## src/rtl/uart_pkg.sv

```systemverilog
// uart_pkg: shared FSM states, baud divisor table and oversample default for the UART transmitter.
// UART_TX_PARITY_EN adds the PARITY state (8E1 frame); without it the frame is 8N1.
package uart_pkg;
  localparam int OVERSAMPLE_DEF = 16;
`ifdef UART_TX_PARITY_EN
  typedef enum logic [2:0] {IDLE, START, DATA, PARITY, STOP} state_t;
`else
  typedef enum logic [2:0] {IDLE, START, DATA, STOP} state_t;
`endif
  // indexed by baud_select; element 0 is the rightmost entry
  localparam logic [7:0][14:0] BAUD_DIV = {
    15'd54, 15'd109, 15'd163, 15'd326, 15'd651, 15'd1302, 15'd5208, 15'd20833
  };
endpackage

```

## src/rtl/uart_baud_gen.sv

```systemverilog
// uart_baud_gen: emits a one-cycle tick every div+1 clocks; clear restarts the period.
module uart_baud_gen (
  input  logic        clk,
  input  logic        reset,
  input  logic        clear,
  input  logic [14:0] div,
  output logic        tick
);
  logic [14:0] cnt;
  assign tick = cnt == div;
  always_ff @(posedge clk or negedge reset)
    if (!reset) cnt <= '0;
    else cnt <= (clear || tick) ? '0 : cnt + 15'd1;
endmodule

```

## src/rtl/uart_tx_controller.sv

```systemverilog
// uart_tx_controller: single-byte UART transmitter with selectable baud and abort on Tx_EN low.
// Define UART_TX_PARITY_EN for an even-parity bit (11-bit frame); default is 8N1.
module uart_tx_controller
  import uart_pkg::*;
#(
  parameter int OVERSAMPLE = OVERSAMPLE_DEF
) (
  input  logic       clk,
  input  logic       reset,
  input  logic [2:0] baud_select,
  input  logic       Tx_EN,
  input  logic       Tx_WR,
  input  logic [7:0] Tx_DATA,
  output logic       TxD,
  output logic       Tx_BUSY,
  output logic       Tx_DONE
);
  state_t      state, state_n;
  logic [7:0]  data_q;
  logic [14:0] div_q;
  logic [3:0]  tcnt;
  logic [2:0]  bidx;
  logic        tick, accept, bit_end, done_n;
  assign accept  = Tx_WR && Tx_EN && state == IDLE;
  assign bit_end = tick && tcnt == 4'(OVERSAMPLE - 1);
  assign Tx_BUSY = state != IDLE;
  uart_baud_gen u_baud (
    .clk  (clk),
    .reset(reset),
    .clear(accept),
    .div  (div_q),
    .tick (tick)
  );
  always_comb begin
    state_n = state;
    done_n  = 1'b0;
    if (!Tx_EN && state != IDLE) state_n = IDLE;
    else if (accept) state_n = START;
    else if (bit_end)
      case (state)
        START:  state_n = DATA;
`ifdef UART_TX_PARITY_EN
        DATA:   state_n = bidx == 3'd7 ? PARITY : DATA;
        PARITY: state_n = STOP;
`else
        DATA:   state_n = bidx == 3'd7 ? STOP : DATA;
`endif
        STOP: begin
          state_n = IDLE;
          done_n  = 1'b1;
        end
        default: state_n = IDLE;
      endcase
  end
  always_ff @(posedge clk or negedge reset)
    if (!reset) begin
      state   <= IDLE;
      Tx_DONE <= 1'b0;
      data_q  <= '0;
      div_q   <= '0;
      tcnt    <= '0;
      bidx    <= '0;
    end else begin
      state   <= state_n;
      Tx_DONE <= done_n;
      if (accept) begin
        data_q <= Tx_DATA;
        div_q  <= BAUD_DIV[baud_select];
      end
      tcnt <= (state == IDLE || bit_end) ? '0 : tick ? tcnt + 4'd1 : tcnt;
      bidx <= state != DATA ? '0 : bit_end ? bidx + 3'd1 : bidx;
    end
  always_comb begin
    TxD = 1'b1;
    if (state == START) TxD = 1'b0;
    else if (state == DATA) TxD = data_q[bidx];
`ifdef UART_TX_PARITY_EN
    else if (state == PARITY) TxD = ^data_q;
`endif
  end
endmodule
```

## config.mk

```make
export PLATFORM = sky130hd
export DESIGN_NAME = uart_tx_controller
export DESIGN_NICKNAME = d
export VERILOG_FILES = /design/src/rtl/uart_pkg.sv /design/src/rtl/uart_baud_gen.sv /design/src/rtl/uart_tx_controller.sv
export SDC_FILE = /design/constraint.sdc
export NUM_CORES = 1
export LEC_CHECK = 0
export ABC_AREA = 1
export BUFFER_PORTS_ARGS = -buffer_cell sky130_fd_sc_hd__buf_2
export CORE_MARGIN = 3
export CORE_UTILIZATION = 44
export DETAILED_ROUTE_END_ITERATION = 7
export GPL_TIMING_DRIVEN = 0
export PLACE_DENSITY = 0.73
export REMOVE_ABC_BUFFERS = 1
export SKIP_CTS_REPAIR_TIMING = 1
export SYNTH_ARGS = -nofsm -noshare
export SYNTH_HDL_FRONTEND = slang
export SYNTH_SLANG_ARGS = --single-unit
export TNS_END_PERCENT = 50
```

## constraint.sdc

```tcl
create_clock -name clk -period 1.4 [get_ports clk]
set_input_delay 0.28 -clock clk [delete_from_list [all_inputs] [get_ports clk]]
set_output_delay 0.28 -clock clk [all_outputs]
set_load 0.02 [all_outputs]
```

==> metrics.txt, run 1 <==
static leakage=between 1.5 and 2 nW; syn_area_per_cell=7.274 um^2; post-route setup slack=-0.3363 ns; critical path endpoint=TxD; clk_skew=around 0.012 ns; Non-Filler Instances=~500; largest net degree at the start of global routing=between 40 and 50; outcome=finished with violations; Critical Path Slowest Stage Cell=dfrtp_2; Setup Slack @ Placement=-0.7385 ns; endpoints failing hold=0; FP Rows=28; DIE WIDTH=~85 um; GRT Overall Usage=0.1618; CTS buffer count=5; period utilisation layout=1.240; HP Class=in -> async; crit-path max cell delay=roughly 0.48 ns; Arr. time, crit path=between 1 and 1.5 ns; Cell Pwr Density=1510 nW/um^2; DIE AREA=around 7200 um^2; FF+latch count, synth=46; min Tclk post-route=1.736 ns; critical path class=reg -> out; Synth async-reset ratio=1.000; max_slew headroom=0.3213; r2r worst-path depth=10; RSZ-0062 raised after global routing=true; Final #Nets=between 400 and 500; Wirelength per Cell=approximately 14 um; share of post-route cells with drive strength above 1=0.2913; Final Slew Violations=0; FMAX=575.9 MHz; # IOs=18; clk slew on worst S/H paths=around 0.10 ns; CTS sink count=between 40 and 50; R2R Setup Slk=-0.24 ns; Top Layer Used=met4; DRC errors left=0; worst skew pair latency=slightly above 0.3 ns; core area=around 6000 um^2; number of synthesized flops with an enable pin=0; required time worst endpoint=~1.1 ns; Vias=2491; crit path launch type=register; cell with the most instances after synthesis=nand2_1; clk root buf=clkbuf_8; largest area contributor in the netlist=dfrtp_1; YS warnings=0; Max FO, Critical Path=7; max cap viols=0; Remaining Overflow, GRT=0; post-synth top area share=0.4220; synth cell count leaders=nand2_1, inv_1, dfrtp_1; die height=about 85 um; global-route wire length before repair=9501 um; crit path capture type=output pin; post-DP HPWL=just over 4000 um; Critical R2R Launch=u_baud.cnt[1]; final core utilization=0.5899; TritonCTS clock tree=yes; diode count=0; via/cell ratio=between 5 and 6; Final setup viols=44; initial antenna violation count=0; Layout area overhead=28.81%; top cells by area, synth=dfrtp_1, nand2_1, ha_1, inv_1, nor2_1; Tightest Pin Transition=between 1 and 1.5 ns; synthesized cell area=approximately 2700 um^2; maximum VDD drop=~0.0009 V; Reg-to-Reg End=u_baud.cnt[14]; placed cells=between 400 and 500; Worst setup startpoint=bidx[0]; predominant post-synthesis flop cell=dfrtp_1; drt first pass iters=4; port buffer count=17; routed length on met3=between 200 and 300 um; setup TNS=-4.438 ns; vias in the first global route=2047; Netlist cell types=26; H-Tree Depth=2; cell count after synthesis=375; Iteration-0 DRC Markers=250; failing checks=negative setup slack; Clock Path Buffers=2; wirelength, routed=around 6700 um; Initial Util=0.4580; Seq/Total Area, Yosys=0.4220; final RePlAce weighted congestion=between 0.8 and 0.9; Filler cells=roughly 520; Final ANT Viol Nets=0; Met1 Routed Length=slightly above 3000 um; critical-path cell list=inv_4 > nand2_2 > nand3_2 > nand3b_1 > a31o_2 > inv_2 > buf_6; met2 wire length=between 3000 and 4000 um
-- cells by family (layout without fill, tap and decap cells) --
logic type,after synthesis,count (layout),synth area share
buffers and inverters,58,92,0.08302
and+or+nand+nor,220,223,0.3417
AOI/OAI and AO/OA,27,27,0.05551
DFF,46,46,0.4220
adders and majority gates,15,15,0.06881
xor gates and xnor gates,9,9,0.02890
-- layer usage --
| metal | vias up | global-route usage |
|---|---|---|
| met5 | - | 0 |
| met3 | 9 | 0.02650 |
| met2 | 60 | 0.2413 |
| met4 | 0 | 0.03885 |
| met1 | 1174 | 0.2458 |
| li1 | 1248 | - |
-- worst max-delay path, delay by kind of cell, from the launching register on --
kind / cells / cell delay [ns]
compound gates: 1 / 0.24
buf+inv: 3 / 0.25
simple gates: 3 / 0.17
flops: 1 / 0.48
-- how the worst min path moves through the flow --
| stage | startpoint | end | depth (start not counted) | slack (ns) |
|---|---|---|---|---|
| global placement | data_q[6] | data_q[6] | 2 | 0.46 |
| floorplan | reset | Tx_DONE | 0 | -0.02 |
| CTS | Tx_DATA[0] | data_q[0] | 3 | 0.15 |
| global route | Tx_DATA[1] | data_q[1] | 3 | 0.17 |
| finish | reset | Tx_DONE | 1 | 0.13 |
| detailed placement | data_q[1] | data_q[1] | 2 | 0.47 |
-- layout make-up --
cell class,count,area (um^2),share of cell area
multi-input cells,274,1710,0.4868
flip-flops and latches,46,1162,0.3308
repair buffers,32,247.7,0.07051
inverters,52,206.4,0.05876
well taps,75,93.84,0.02671
clock buffers,5,68.82,0.01959
clock inverters,3,23.77,0.006766
-- power by group --
group	leakage [nW]	switching, mW	total [mW]	internal (mW)
sequential	0.579	0.346	2.06	1.72
clock	0.0408	0.495	0.853	0.358
combinational	1.16	1.39	2.39	0.999
total	1.78	2.23	5.31	3.07
-- placed cells by master (no fill, tap or decap), types with 4 or more instances in the layout --
cell type / n
buf_4: 8
o21ai_0: 5
dfrtp_2: 9
nand2_2: 13
a21oi_1: 5
nor2_1: 28
buf_6: 6
nor2_4: 10
dfrtp_1: 37
nor3_1: 6
ha_1: 12
nor2_2: 4
nand4_1: 8
inv_2: 6
clkbuf_8: 5
nand3_2: 4
nand2_4: 4
nand3_1: 21
xor2_1: 7
nand2_1: 114
buf_2: 16
inv_1: 42
-- registers in the layout (all words and copies together), names as in the netlist --
| signal | count |
|---|---|
| data_q | 8 |
| tcnt | 4 |
| div_q | 13 |
| u_baud.cnt | 15 |
| Tx_DONE | 1 |
| state | 2 |
| bidx | 3 |
-- through the flow --
stage                     power, mW  instance area, um^2  hold WS, ns
after CTS                     4.448                 2968       0.1543
after global routing          5.691                 3513       0.1721
after detailed placement      3.605                 2875       0.4661
after floorplan               3.182                 2696     -0.01559
final                         5.306                 3513       0.1334
after global placement        3.550                 2875       0.4646
No activity file was read; power rests on OpenSTA's default activity.
==> run 2: changes to the inputs <==
==> constraint.sdc (replaced) <==
create_clock -name clk -period 1.4 [get_ports clk]
set_input_delay 0.07 -clock clk [delete_from_list [all_inputs] [get_ports clk]]
set_output_delay 0.07 -clock clk [all_outputs]
set_load 0.02 [all_outputs]
==> metrics.txt, run 2 (synthesized netlist as in run 1, its figures left out) <==
Largest register FFs=15 (unchanged); max cap viols=0 (unchanged); clk root buf=clkbuf_8; Remaining Overflow, GRT=0 (unchanged); Final Slew Violations=0 (unchanged); critical path class=reg -> reg; wirelength, routed=7261 um (+8.1%); Wirelength per Cell=14.46 um (+4.8%); r2r worst-path depth=10 (unchanged); Seq pwr share=0.382 (-0.007); Clock Path Buffers=2 (unchanged); DRC errors left=0 (unchanged); post-DP HPWL=4073 um (unchanged); Vias=2637 (+5.9%); Max FO, Critical Path=7 (unchanged); Cell Pwr Density=1487 nW/um^2 (-1.5%); commonest cells after routing, fill and taps aside=nand2_1, inv_1, dfrtp_1; crit path launch type=register; Top reg by flops=u_baud.cnt; HP Class=in -> async; final RePlAce weighted congestion=0.8841 (unchanged); port buffer count=17 (unchanged); share of post-route cells with drive strength above 1=0.2974 (+0.006162); DIE AREA=7180 um^2 (unchanged); largest net degree at the start of global routing=47 (unchanged); post-route cell area=3656 um^2 (+4.1%); critical path endpoint=bidx[0]; Critical Path Slowest Stage Cell=dfrtp_1; Layout area overhead=34.04%; period utilisation layout=1.159 (-0.08171); Final ANT Viol Nets=0 (unchanged); # IOs=18 (unchanged); Filler cells=476 (-7.6%); min Tclk post-route=1.622 ns (-0.1144 ns); setup TNS=-4.527 ns (-0.08951 ns); drt first pass iters=5 (+1); hold slack=-0.06417 ns (-0.1976 ns); GRT Overall Usage=0.1618 (unchanged); Final #Nets=456 (+3.4%); largest registers=u_baud.cnt x15, div_q x13, data_q x8; CTS sink count=46 (unchanged); Int Pwr=3.109 mW (+1.1%); Worst setup startpoint=u_baud.cnt[1]; required time worst endpoint=1.65 ns (+0.53 ns); clk slew on worst S/H paths=0.09 ns (about the same); via/cell ratio=5.253 (+2.7%); commonest non-fill, non-tap cell in the layout=nand2_1; Tightest Pin Transition=1.037 ns (+0.01888 ns); Non-Filler Instances=502 (+3.1%); failing checks=negative hold slack, negative setup slack; critical-path cell list=buf_6 > nor2_1 > nor2_1 > nand2_1 > nor2_1 > nand2_1 > nor2_4 > buf_6 > nand4_1 > nand2_1; core area=5956 um^2 (unchanged); crit-path max cell delay=0.44 ns (-0.04 ns); FMAX=616.6 MHz (+7.1%); post-route setup slack=-0.2219 ns (+0.1144 ns); initial antenna violation count=0 (unchanged); P_sw=2.327 mW (+4.3%); TritonCTS clock tree=yes; diode count=0 (unchanged); dpl cell area=2875 um^2 (unchanged); Initial Util=0.4580 (unchanged); RSZ-0062 raised after global routing=true; Switching Fraction=0.4281 (+0.007432); crit path capture type=register; max_slew headroom=0.3087 (-0.01259); endpoints failing hold=46 (+46); Reg-to-Reg End=bidx[0]; die height=84.74 um (unchanged); DIE WIDTH=84.74 um (unchanged); clock share of power=0.155 (-0.006); static leakage=1.835 nW (+3.3%); worst skew pair latency=0.31 ns (about the same); R2R Setup Slk=-0.22 ns (+0.02 ns); FP Rows=28 (unchanged); clk_skew=0.009385 ns (-0.002568 ns); Comb power frac=0.463 (+0.013); Critical R2R Launch=u_baud.cnt[1]; H-Tree Depth=2 (unchanged); maximum VDD drop=0.001061 V (+16%); vias in the first global route=2047 (unchanged); Arr. time, crit path=1.87 ns (+0.41 ns); global-route wire length before repair=9501 um (unchanged); outcome=finished with violations; placed cells=461 (unchanged); CTS buffer count=5 (unchanged); Final setup viols=48 (+9.1%); Iteration-0 DRC Markers=243 (-2.8%)
==> run 2: cell count changes in the layout (fill, tap and decap cells not counted), sizes merged <==
cell,delta
dlygate4sd3,+8
nand3,+1
buf,+6
==> run 2: area by class of cell <==
class                           instances  area (um^2)  area share
Clock buffer                            5        68.82     0.01882
Clock inverter                          3        23.77    0.006502
Timing Repair Buffer                   46        380.4      0.1040
Inverter                               52        203.9     0.05578
Tap cell                               75        93.84     0.02567
Sequential cell                        46         1161      0.3176
Multi-Input combinational cell        275         1724      0.4716
==> run 2: how the worst min path moves through the flow <==
stage                from   endpoint  cells after the start
3_3_place_gp   Tx_DATA[3]  data_q[3]                      3
6_report            reset    Tx_DONE                      1
5_1_grt             reset    Tx_DONE                      1
2_1_floorplan       reset    Tx_DONE                      0
3_5_place_dp   Tx_DATA[0]  data_q[0]                      3
4_1_cts        Tx_DATA[0]  data_q[0]                      3
==> run 2: power groups by stage <==
stage	Sequential, mW	Combinational [mW]	Clock [mW]
6_report	2.07	2.52	0.844
5_1_grt	2.11	2.78	0.915
4_1_cts	2.00	1.59	0.861
3_5_place_dp	2.03	1.58	0
3_3_place_gp	2.01	1.54	0
2_1_floorplan	1.94	1.24	0
==> run 2: per-layer routing <==
metal / GRT usage / share of wire
met2: 0.2413 / 0.49
met5: 0 / 0
met3: 0.02650 / 0.049
met1: 0.2458 / 0.43
met4: 0.03885 / 0.029
==> run 2: worst max-delay path, delay by kind of cell (launching register included) <==
family | cells | cell delay [ns]
buffers and inverters | 2 | 0.29
flip-flops | 1 | 0.44
AND/OR/NAND/NOR | 8 | 0.83
==> run 2: metrics by stage <==
step | setup slack, ns | power [mW] | utilization
after floorplan | -0.2438 | 3.182 | -
after global placement | -0.7388 | 3.550 | 0.4828
after detailed placement | -0.7385 | 3.605 | 0.4828
after CTS | -0.7695 | 4.448 | 0.4983
after global routing | -0.2591 | 5.812 | 0.6139
final | -0.2219 | 5.436 | 0.6139
==> run 3: changes to the inputs <==
Settings changed: SKIP_LAST_GASP set to 1.
==> metrics.txt, run 3 (synthesized netlist as in run 1, its figures left out) <==
FP Rows=28 (unchanged); Tightest Pin Transition=1.010 ns (-0.02670 ns); drt first pass iters=5 (unchanged); Final setup viols=48 (unchanged); share of post-route cells with drive strength above 1=0.2951 (-0.002342); RSZ-0062 raised after global routing=true; hold slack=-0.07423 ns (-0.01006 ns); Top reg by flops=u_baud.cnt; Critical Path Slowest Stage Cell=dfrtp_1; wirelength, routed=7439 um (+2.5%); diode count=0 (unchanged); via/cell ratio=5.223 (-0.57%); clk slew on worst S/H paths=0.10 ns (about the same); crit-path max cell delay=0.45 ns (about the same); sequential standard cell area=1161 um^2 (unchanged); routed length on met3=263 um (-26%); Max FO, Critical Path=7 (unchanged); Critical R2R Launch=u_baud.cnt[1]; DIE AREA=7180 um^2 (unchanged); CTS buffer count=5 (unchanged); commonest non-fill, non-tap cell in the layout=nand2_1; critical-path cell list=buf_6 > nor2_1 > nor2_1 > nand2_1 > nor2_1 > nand2_1 > nor2_4 > buf_4 > nand4_1 > nand2_1; Met1 Routed Length=3262 um (+4.4%); global-route wire length before repair=9501 um (unchanged); HP Class=in -> async; min Tclk post-route=1.625 ns (+0.002723 ns); r2r worst-path depth=10 (unchanged); core area=5956 um^2 (unchanged); endpoints failing hold=46 (unchanged); Largest register FFs=15 (unchanged); post-DP HPWL=4073 um (unchanged); max cap viols=0 (unchanged); final RePlAce weighted congestion=0.8841 (unchanged); dpl cell area=2875 um^2 (unchanged); crit path launch type=register; static leakage=1.833 nW (-0.11%); Layout area overhead=33.39%; Cell Pwr Density=1498 nW/um^2 (+0.79%); Wirelength per Cell=14.82 um (+2.5%); commonest cells after routing, fill and taps aside=nand2_1, inv_1, dfrtp_1; period utilisation layout=1.160 (+0.001945); clk root buf=clkbuf_8; Top Layer Used=met4; GRT Overall Usage=0.1618 (unchanged); vias in the first global route=2047 (unchanged); maximum VDD drop=0.0009809 V (-7.6%); multi-input combinational cell area=1707 um^2 (-1.0%); crit path capture type=register; post-route cell area=3638 um^2 (-0.48%); TritonCTS clock tree=yes; Filler cells=481 (+1.1%); worst skew pair latency=0.31 ns (about the same); die height=84.74 um (unchanged); Final ANT Viol Nets=0 (unchanged); Vias=2622 (-0.57%); FMAX=615.5 MHz (-0.17%); outcome=finished with violations; Remaining Overflow, GRT=0 (unchanged); required time worst endpoint=1.65 ns (about the same); Iteration-0 DRC Markers=188 (-23%); largest net degree at the start of global routing=47 (unchanged); port buffer count=17 (unchanged); initial antenna violation count=0 (unchanged); failing checks=negative hold slack, negative setup slack; largest registers=u_baud.cnt x15, div_q x13, data_q x8; Reg-to-Reg End=tcnt[2]; clk_skew=0.01255 ns (+0.003162 ns); Clock Path Buffers=2 (unchanged); Crit path buffers/inverters=2 (unchanged); setup TNS=-5.720 ns (-1.193 ns); DIE WIDTH=84.74 um (unchanged); H-Tree Depth=2 (unchanged); # IOs=18 (unchanged); post-route setup slack=-0.2246 ns (-0.002723 ns); critical path class=reg -> reg; R2R Setup Slk=-0.22 ns (about the same); Initial Util=0.4580 (unchanged); met2 wire length=3710 um (+4.0%); Arr. time, crit path=1.87 ns (about the same); Final #Nets=456 (unchanged); delay-heaviest family, CP=simple AND/OR/NAND/NOR gates; max_slew headroom=0.3265 (+0.01780); Worst setup startpoint=u_baud.cnt[1]; Final Slew Violations=0 (unchanged); DRC errors left=0 (unchanged); CTS sink count=46 (unchanged)
[run 3: where the power goes]
group / internal (mW) / total [mW] / leakage (nW) / switching (mW)
Sequential: 1.72 / 2.08 / 0.581 / 0.366
Clock: 0.358 / 0.857 / 0.0408 / 0.499
Combinational: 1.03 / 2.51 / 1.21 / 1.49
[run 3: layout make-up]
cell class,count,area share
Tap cell,75,0.02579
Multi-Input combinational cell,275,0.4691
Clock inverter,3,0.006534
Timing Repair Buffer,46,0.1045
Clock buffer,5,0.01891
Inverter,52,0.05605
Sequential cell,46,0.3191
[run 3: through the flow]
step | utilization | cells | hold WS (ns) | total power, mW | setup slack (ns)
2_1_floorplan | - | 369 | -0.2256 | 3.182 | -0.2438
3_3_place_gp | 0.4828 | 461 | 0.2646 | 3.550 | -0.7388
3_5_place_dp | 0.4828 | 461 | 0.2685 | 3.605 | -0.7385
4_1_cts | 0.4983 | 469 | -0.05573 | 4.448 | -0.7695
5_1_grt | 0.6109 | 502 | 0.004041 | 5.831 | -0.3286
6_report | 0.6109 | 502 | -0.07423 | 5.452 | -0.2246
[run 3: how the worst max path moves through the flow]
stage	to	slack, ns	depth (start not counted)
4_1_cts	div_q[3]	-0.77	6
3_5_place_dp	div_q[3]	-0.74	6
6_report	tcnt[2]	-0.22	10
5_1_grt	state[1]	-0.33	10
2_1_floorplan	div_q[3]	-0.24	6
3_3_place_gp	div_q[0]	-0.74	6
[run 3: layer usage]
layer / GRT usage / up-vias
met3: 0.02650 / 22
met1: 0.2458 / 1246
met5: 0 / -
met2: 0.2413 / 75
li1: - / 1279
met4: 0.03885 / 0
[run 3: worst register-to-register path: cells and delay by family, from the launching register on]
family / cells / cell delay, ns
flops: 1 / 0.45
simple gates: 8 / 0.79
buf+inv: 2 / 0.31
